### src/rtl/uart_cmd_pkg.sv
// Shared types and ASCII helpers for the UART register-write command port.
package uart_cmd_pkg;

    typedef enum logic [1:0] {RX_IDLE, RX_START, RX_DATA, RX_STOP} rx_state_t;
    typedef enum logic [2:0] {P_IDLE, P_IDX, P_EQ, P_HEX, P_END, P_ERR} parse_state_t;

    localparam logic [7:0] CH_W  = 8'h77;
    localparam logic [7:0] CH_WU = 8'h57;
    localparam logic [7:0] CH_EQ = 8'h3D;
    localparam logic [7:0] CH_CR = 8'h0D;
    localparam logic [7:0] CH_LF = 8'h0A;
    localparam logic [7:0] CH_0  = 8'h30;

    // Returns {valid, nibble}; letters share low bits, so both cases map via +9.
    function automatic logic [4:0] hex2nib(input logic [7:0] b);
        if (b >= 8'h30 && b <= 8'h39)
            return {1'b1, b[3:0]};
        else if ((b >= 8'h41 && b <= 8'h46) || (b >= 8'h61 && b <= 8'h66))
            return {1'b1, b[3:0] + 4'd9};
        else
            return 5'b0;
    endfunction

    function automatic logic is_eol(input logic [7:0] b);
        return (b == CH_CR) || (b == CH_LF);
    endfunction

endpackage

### src/rtl/uart_rx_byte.sv
// 8N1 receiver: 2-FF synchroniser, mid-bit sampling, one-cycle valid / framing-error pulses.
module uart_rx_byte
    import uart_cmd_pkg::*;
#(
    parameter int CLK_HZ = 27_000_000,
    parameter int BAUD   = 115_200
) (
    input  logic       clk,
    input  logic       rst_n,
    input  logic       rxd,
    output logic       rx_valid,
    output logic [7:0] rx_byte,
    output logic       frame_err,
    output logic       rx_busy
);

    localparam int DIV  = (CLK_HZ + BAUD / 2) / BAUD;
    localparam int HALF = DIV / 2;
    localparam int CW   = $clog2(DIV);
    localparam logic [CW-1:0] DIV_M1  = CW'(DIV - 1);
    localparam logic [CW-1:0] HALF_M1 = CW'(HALF - 1);

    logic [1:0]    sync_q;
    rx_state_t     state_q;
    logic [CW-1:0] cnt_q;
    logic [2:0]    bit_q;
    logic [7:0]    shift_q;
    logic          valid_q;
    logic          ferr_q;
    logic          rxs;

    assign rxs = sync_q[1];

    always_ff @(posedge clk or negedge rst_n) begin
        if (!rst_n) begin
            sync_q  <= 2'b11;
            state_q <= RX_IDLE;
            cnt_q   <= '0;
            bit_q   <= '0;
            shift_q <= '0;
            valid_q <= 1'b0;
            ferr_q  <= 1'b0;
        end else begin
            sync_q  <= {sync_q[0], rxd};
            valid_q <= 1'b0;
            ferr_q  <= 1'b0;
            case (state_q)
                RX_IDLE: begin
                    cnt_q <= '0;
                    if (!rxs) state_q <= RX_START;
                end
                RX_START: begin
                    if (cnt_q == HALF_M1) begin
                        cnt_q   <= '0;
                        bit_q   <= '0;
                        state_q <= rxs ? RX_IDLE : RX_DATA;
                    end else begin
                        cnt_q <= cnt_q + 1'b1;
                    end
                end
                RX_DATA: begin
                    if (cnt_q == DIV_M1) begin
                        cnt_q   <= '0;
                        shift_q <= {rxs, shift_q[7:1]};
                        bit_q   <= bit_q + 1'b1;
                        if (bit_q == 3'd7) state_q <= RX_STOP;
                    end else begin
                        cnt_q <= cnt_q + 1'b1;
                    end
                end
                RX_STOP: begin
                    // Return to idle on the sample itself so a back-to-back start bit is caught.
                    if (cnt_q == DIV_M1) begin
                        cnt_q   <= '0;
                        valid_q <= rxs;
                        ferr_q  <= !rxs;
                        state_q <= RX_IDLE;
                    end else begin
                        cnt_q <= cnt_q + 1'b1;
                    end
                end
                default: state_q <= RX_IDLE;
            endcase
        end
    end

    assign rx_valid  = valid_q;
    assign rx_byte   = shift_q;
    assign frame_err = ferr_q;
    assign rx_busy   = (state_q != RX_IDLE);

endmodule

### src/rtl/uart_reg_cmd_rx.sv
// UART debug port: parses "w<i>=<hhhh><CR|LF>" and issues a one-cycle register write.
module uart_reg_cmd_rx
    import uart_cmd_pkg::*;
#(
    parameter int CLK_HZ = 27_000_000,
    parameter int BAUD   = 115_200,
    parameter int NREGS  = 8,
    localparam int AW    = $clog2(NREGS)
) (
    input  logic          clk,
    input  logic          rst_n,
    input  logic          uart_rx,
    output logic          reg_we,
    output logic [AW-1:0] reg_waddr,
    output logic [15:0]   reg_wdata,
    output logic          cmd_err,
    output logic          rx_busy
);

    logic       rx_valid;
    logic [7:0] rx_byte;
    logic       frame_err;
    logic [4:0] hex;

    uart_rx_byte #(.CLK_HZ(CLK_HZ), .BAUD(BAUD)) u_rx (
        .clk       (clk),
        .rst_n     (rst_n),
        .rxd       (uart_rx),
        .rx_valid  (rx_valid),
        .rx_byte   (rx_byte),
        .frame_err (frame_err),
        .rx_busy   (rx_busy)
    );

    assign hex = hex2nib(rx_byte);

    parse_state_t  pst_q;
    logic [AW-1:0] idx_q;
    logic [15:0]   acc_q;
    logic [1:0]    nib_q;
    logic          we_q;
    logic [AW-1:0] waddr_q;
    logic [15:0]   wdata_q;
    logic          err_q;

    always_ff @(posedge clk or negedge rst_n) begin
        if (!rst_n) begin
            pst_q   <= P_IDLE;
            idx_q   <= '0;
            acc_q   <= '0;
            nib_q   <= '0;
            we_q    <= 1'b0;
            waddr_q <= '0;
            wdata_q <= '0;
            err_q   <= 1'b0;
        end else begin
            we_q  <= 1'b0;
            err_q <= 1'b0;
            if (frame_err && pst_q != P_ERR) begin
                pst_q <= P_ERR;
                err_q <= 1'b1;
            end else if (rx_valid) begin
                case (pst_q)
                    P_IDLE: begin
                        if (rx_byte == CH_W || rx_byte == CH_WU) begin
                            pst_q <= P_IDX;
                        end else if (!is_eol(rx_byte)) begin
                            pst_q <= P_ERR;
                            err_q <= 1'b1;
                        end
                    end
                    P_IDX: begin
                        if (rx_byte >= CH_0 && rx_byte < CH_0 + 8'(NREGS)) begin
                            idx_q <= AW'(rx_byte - CH_0);
                            pst_q <= P_EQ;
                        end else begin
                            pst_q <= P_ERR;
                            err_q <= 1'b1;
                        end
                    end
                    P_EQ: begin
                        if (rx_byte == CH_EQ) begin
                            nib_q <= '0;
                            acc_q <= '0;
                            pst_q <= P_HEX;
                        end else begin
                            pst_q <= P_ERR;
                            err_q <= 1'b1;
                        end
                    end
                    P_HEX: begin
                        if (hex[4]) begin
                            acc_q <= {acc_q[11:0], hex[3:0]};
                            nib_q <= nib_q + 1'b1;
                            if (nib_q == 2'd3) pst_q <= P_END;
                        end else begin
                            pst_q <= P_ERR;
                            err_q <= 1'b1;
                        end
                    end
                    P_END: begin
                        if (is_eol(rx_byte)) begin
                            we_q    <= 1'b1;
                            waddr_q <= idx_q;
                            wdata_q <= acc_q;
                            pst_q   <= P_IDLE;
                        end else begin
                            pst_q <= P_ERR;
                            err_q <= 1'b1;
                        end
                    end
                    P_ERR: begin
                        if (is_eol(rx_byte)) pst_q <= P_IDLE;
                    end
                    default: pst_q <= P_IDLE;
                endcase
            end
        end
    end

    assign reg_we    = we_q;
    assign reg_waddr = waddr_q;
    assign reg_wdata = wdata_q;
    assign cmd_err   = err_q;

endmodule

### config.mk
export PLATFORM = sky130hd
export DESIGN_NAME = uart_reg_cmd_rx
export DESIGN_NICKNAME = d
export VERILOG_FILES = /design/src/rtl/uart_cmd_pkg.sv /design/src/rtl/uart_rx_byte.sv /design/src/rtl/uart_reg_cmd_rx.sv
export SDC_FILE = /design/constraint.sdc
export NUM_CORES = 1
export LEC_CHECK = 0
export ABC_AREA = 1
export CAP_MARGIN = 20
export CORE_MARGIN = 2
export CORE_UTILIZATION = 30
export CTS_BUF_LIST = sky130_fd_sc_hd__clkbuf_16
export CTS_CLUSTER_DIAMETER = 80
export DETAILED_ROUTE_END_ITERATION = 7
export PLACE_DENSITY = 0.45
export SLEW_MARGIN = 5
export SYNTH_ARGS = -nofsm -noshare
export SYNTH_HDL_FRONTEND = slang
export SYNTH_SLANG_ARGS = --single-unit
export TNS_END_PERCENT = 1
### constraint.sdc
create_clock -name clk -period 2.2 [get_ports clk]
set_input_delay 0.44 -clock clk [delete_from_list [all_inputs] [get_ports clk]]
set_output_delay 0.44 -clock clk [all_outputs]
set_load 0.02 [all_outputs]
# --- Yosys cells after proc, flatten, opt, wreduce, memory -nomap -nowiden ---
# Cells that the tools add are included.
# W data, S select, Z words.
op_classes:
  n_addsub: 5
  n_lt_le_gt_ge: 7
  n_eq_ne: 28
  n_mux: 48
  n_bitwise: 1
  reduce_logical: 23
ops:
  columns: ["cell", "count"]
  rows:
  - ["$mux W3", 12]
  - ["$mux W16", 2]
  - ["$pmux W16 S2", 1]
  - ["$eq A8 B7 Y1 const B", 3]
  - ["$pmux W8 S3", 1]
  - ["$pmux W3 S6", 1]
  - ["$eq A8 B4 Y1 const B", 2]
  - ["$ge A8 B7 Y1 const B", 2]
  - ["$le A8 B7 Y1 const B", 2]
  - ["$mux W2", 8]
  - ["$mux W8", 2]
  - ["$mux W1", 15]
  - ["$reduce_and A4 Y1", 3]
  - ["$mux W5", 2]
  - ["$reduce_and A5 Y1", 2]
  - ["$eq A3 B3 Y1 const B", 3]
  - ["$add A8 B1 Y8 const B", 1]
  - ["$eq A8 B6 Y1 const B", 1]
  - ["$eq A8 B8 Y1 const B", 1]
  - ["$ge A8 B6 Y1 const B", 1]
  - ["$le A8 B6 Y1 const B", 1]
  - ["$lt A8 B6 Y1 const B", 1]
  - ["$ne A2 B1 Y1 const B", 4]
  - ["$ne A4 B4 Y1 const B", 2]
  - ["24 further kinds", 39]
totals:
  regBits: 70
  in_bits: 3
  output_inout_bits: 22

# --- Depth between registers and ports, before layout ---
logic_depth:
  word_depth: 9
  mapped_depth: 13

# --- Hierarchy ---
# From an unflattened synthesis, not the netlist that was laid out.
unflattened:
  hier_cells: 404
  hier_area_um2: 3424.5
by_module_without_submodules:
  columns: ["module", "n_inst", "cells_per_inst", "area_per_inst_um2"]
  rows:
  - ["uart_reg_cmd_rx", 1, 272, 2230.9]
  - ["uart_rx_byte", 1, 132, 1193.6]

# --- Worst setup path before layout ---
# Ideal clock, no wire load.
synth_timing:
  path_kind: "register to register"
  start: "reg u_rx.shift_q[1] (netlist: u_rx.rx_byte[1])"
  end: "reg acc_q[10]"
  t_arrival_ps: 1554
  setup_slack_ps: 530
  path_stages_with_launch: 13
  path_buffers: 1
  path_cell_list: "dfrtp_1 inv_1 ha_1 inv_1 nand2_1 nor2_1 nor2_2 nand3_2 nand3_1 nand2_2 buf_4 nand2_1 nand2_1"
synth_via:
  elab_chain_cells: 7
  elab_cells_between_ends: 16
  cone_classes: "order compare (6); eq/ne (3); mux (2); reduce/logical (5)"
synth_lines:
  columns: ["item", "line_no", "rtl"]
  rows:
  - ["start: declaration", "uart_rx_byte.sv:27", "logic [7:0] shift_q;"]
  - ["start signal: assignment", "uart_rx_byte.sv:64", "shift_q <= {rxs, shift_q[7:1]};"]
  - ["$ge A8 B7 Y1 / $le A8 B7 Y1 (equally long branches)", "uart_cmd_pkg.sv:18", "else if ((b >= 8'h41 && b <= 8'h46) || (b >= 8'h61 && b <= 8'h66))"]
  - ["$logic_and A1 B1 Y1", "uart_cmd_pkg.sv:18", null]
  - ["$logic_or A1 B1 Y1", "uart_cmd_pkg.sv:18", null]
  - ["$mux W5", "uart_cmd_pkg.sv:18", null]
  - ["$mux W5", "uart_cmd_pkg.sv:16", "if (b >= 8'h30 && b <= 8'h39)"]
  - ["$ne A2 B2 Y1 (no line)", null, null]
  - ["$reduce_and A5 Y1 (no line) (*)", null, null]
  - ["end signal: assignment", "uart_reg_cmd_rx.sv:93", "acc_q <= {acc_q[11:0], hex[3:0]};"]
  - ["end: declaration", "uart_reg_cmd_rx.sv:39", "logic [15:0] acc_q;"]
# Every way passes the cells marked *; elsewhere a longest branch is shown, timed or not.
# A chain may end at the register's enable or synchronous reset.

# --- Worst setup path in the final report ---
layout_timing:
  start: "reg u_rx.shift_q[1] (netlist: u_rx.rx_byte[1])"
  end: "reg nib_q[0]"
layout_via:
  elab_chain_cells: 7
  elab_cells_between_ends: 16
  cone_classes: "order compare (6); eq/ne (3); mux (2); reduce/logical (5)"
layout_lines:
  columns: ["item", "line_no", "rtl"]
  rows:
  - ["$ge A8 B7 Y1 / $le A8 B7 Y1 (equally long branches)", "uart_cmd_pkg.sv:18", null]
  - ["$logic_and A1 B1 Y1", "uart_cmd_pkg.sv:18", null]
  - ["$logic_or A1 B1 Y1", "uart_cmd_pkg.sv:18", null]
  - ["$mux W5", "uart_cmd_pkg.sv:18", null]
  - ["$mux W5", "uart_cmd_pkg.sv:16", null]
  - ["$ne A2 B2 Y1 (no line)", null, null]
  - ["$reduce_and A5 Y1 (no line) (*)", null, null]
  - ["end signal: assignment", "uart_reg_cmd_rx.sv:94", "nib_q <= nib_q + 1'b1;"]
  - ["end: declaration", "uart_reg_cmd_rx.sv:40", "logic [1:0] nib_q;"]
# Marked as above.

==> out/metrics.cfg <==
[clock_network]
cts_hold_buf = 0
clock_latency_ps = 330
htree_levels = 3
clk_pin_slew_ps = 60
postCtsSetupRepairBufs = 0
cts_buffers = 9
clock-sinks = 70
cts_tree = yes
cts_root_buffer = clkbuf_16
cts.path.max_buffers = 2

[yosys]
synth_nets = 424
synth_warnings = 0
avgSynthCellArea_um2 = 8.44
postSynthCellCount = 406
synth_fa_ha_area_frac = 0.0548
synth_mux_area_frac = 0
ys_seq_area_frac = 0.512
synth.ff_latch_count = 70
yosysUniqueCellTypes = 33
synthSimpleGateAreaFrac = 0.250
synth_area_um2 = 3430
synth-compound-area-share = 0.0847
synth_top_family_by_area = simple AND/OR/NAND/NOR gates
synth_xor_area_frac = 0.0179

[sta]
clock.fmax_ghz = 0.525
skew_ps = 5.58
worst_slew_pin_slew_ps = 405
holdWs_ps = 127
hold_violations = 0
setup_ws_ps = 295
slew_headroom = 0.728
finalCritPeriodShare = 0.866
finalCriticalPeriod_ps = 1910
drv_slew = 0
finalSetupViolations = 0
setup-tns-final_ps = 0
rsz0062_at_grt = no

[power_and_ir_drop]
power.density_nw_per_um2 = 636
irDropWorstVdd_uv = 531
leakagePower_nw = 1.93

[layout]
layout.cells.non_filler = 584
drive_above_1_share = 0.0839
syn_to_final_growth_pct = 19.8
fin_nets = 454
n_antenna_cell = 0

[floorplan]
start_util = 0.304
dieWidth_um = 111
placementRows = 39
placeableCoreArea_um2 = 11300
die_y_um = 111
ioPinCount = 25
die-area_um2 = 12300

[setup_path]
cp.required_ps = 2440
path_cells = inv_1 -> ha_1 -> inv_1 -> a21oi_1 -> o21ai_2 -> nand3_1 -> nand2_2 -> buf_4 -> nand2_1 -> o31ai_1
critPathTopFamily = flip-flops
start_kind = flop
worst_path_most_repeated_cell = inv_1
critPathCaptureType = flop
r2r_slack_ps = 290
crit_fanout = 18
crit_path_max_incr_delay_ps = 430
arrival_ps = 2140
crit_type = reg -> reg
critPathBufInv = 3
critPathSlowestCell = dfrtp_1

[global_routing]
grt_pass1_wl_um = 12200
grt_antenna_before_repair = 0
overflow = 0
grt_max_degree = 71
grt_pass1_vias = 2681
busiest_layer = met2
track_usage = 0.120
grt.met2_usage = 0.205
met3_usage = 0.0372
gr-usage-met1 = 0.143

[routing]
initialDrtViolationCount = 114
firstDrtPassIters = 4
ant_nets = 0
num_vias = 2579
drc = 0
post_drt_wl_per_cell_um = 11.2
routed_wl_um = 6560
viasPerCell = 4.42

[run_status]
status = complete, no violations

[min_path]
hp-class = in -> async

[place]
dp_slack_ps = 245
place.gp.congestion = 0.757
portBuffers = 24
placedCellCount = 568
dp_hpwl_um = 4600

[job]
timing.max_cap.violations = 0

==> logic make-up (layout without fill, tap and decap cells) <==
| logic type | count (synthesis) | in the layout |
|---|---|---|
| buffers and inverters | 66 | 101 |
| xor gates and xnor gates | 7 | 7 |
| AOI/OAI and AO/OA | 54 | 54 |
| and+or+nand+nor | 194 | 194 |
| DFF | 70 | 70 |
| adders and majority gates | 15 | 15 |
==> worst paths after layout <==
path,start,end,cells after the start
setup reg to reg,u_rx.rx_byte[1]$_DFFE_PN0P_,nib_q[0]$_DFFE_PN0P_,10
min in group clk,u_rx.sync_q[0]$_DFF_PN1_,u_rx.sync_q[1]$_DFF_PN1_,0
max in group asynchronous,rst_n,u_rx.sync_q[0]$_DFF_PN1_,2
setup / recovery,u_rx.rx_byte[1]$_DFFE_PN0P_,nib_q[0]$_DFFE_PN0P_,10
hold / removal,rst_n,reg_waddr[1]$_DFFE_PN0P_,2
hold reg to reg,u_rx.sync_q[0]$_DFF_PN1_,u_rx.sync_q[1]$_DFF_PN1_,0
==> stage by stage <==
stage,cell area [um^2],power (mW),utilization
floorplan,3430,1.32,-
global placement,3830,1.35,0.340
detailed placement,3830,1.35,0.340
CTS,4100,2.66,0.364
global route,4100,2.72,0.364
finish,4100,2.61,0.364
==> cell usage in the layout (no fill, tap or decap), drive strengths merged, types with 4 or more instances in the layout <==
master | netlist | final
clkinv | 0 | 6
clkdlybuf4s50 | 0 | 22
buf | 8 | 5
ha | 15 | 15
nand4 | 9 | 9
o21ai | 43 | 43
nand2 | 129 | 129
nor2 | 27 | 27
inv | 57 | 57
clkbuf | 1 | 9
a21oi | 4 | 4
dfrtp | 68 | 68
nand3 | 17 | 17
xor2 | 6 | 6
nor3 | 7 | 7
==> where the power goes <==
group          total [mW]  internal (mW)  switching, mW
Clock                1.29          0.751          0.534
Sequential           1.29           1.29        0.00129
Combinational      0.0318        0.00629         0.0255
Total                2.61           2.05          0.561
==> metal layers <==
layer	vias to the layer above	routed length [um]
li1	1341	-
met1	1194	3090
met2	35	3140
met3	9	242
met4	0	90
met5	-	0
==> Yosys cell counts (all sizes together) <==
library cell,instances,area [um^2]
xor2,6,52.6
nor2,27,116
nand3,17,95.1
dfrtp,68,1700
a21oi,4,20.0
o22ai,1,6.26
or2,2,12.5
nor3,7,35.0
nand4,9,56.3
nor4,1,21.3
buf,8,58.8
inv,57,214
ha,15,188
dfstp,2,52.6
nand2,129,504
a22oi,2,15.0
o21ai,43,219
xnor2,1,8.76
clkbuf,1,3.75
nand3b,2,15.0
o31ai,2,15.0
o21bai,2,15.0
==> layout make-up <==
cell class	instances	area [um^2]
clock inverters	7	41.3
clock buffers	9	225
flip-flops and latches	70	1760
repair buffers	28	293
multi-input cells	270	1400
well taps	143	179
fillers	1186	7170
inverters	57	214
==> flip-flops by register name, summed over array words and instances (netlist names), 2 cells and up, named ones only <==
| signal | flops |
|---|---|
| u_rx.sync_q | 2 |
| pst_q | 3 |
| u_rx.rx_byte | 8 |
| nib_q | 2 |
| reg_wdata | 16 |
| reg_waddr | 3 |
| u_rx.cnt_q | 8 |
| acc_q | 16 |
| idx_q | 3 |
| u_rx.bit_q | 3 |
==> repair_timing <==
action	4_1_cts	5_1_grt
hold endpoints to repair	0	0
endpoints found under the setup margin	0	2
gates resized for setup	0	2
(Power assumes the default switching activity.)
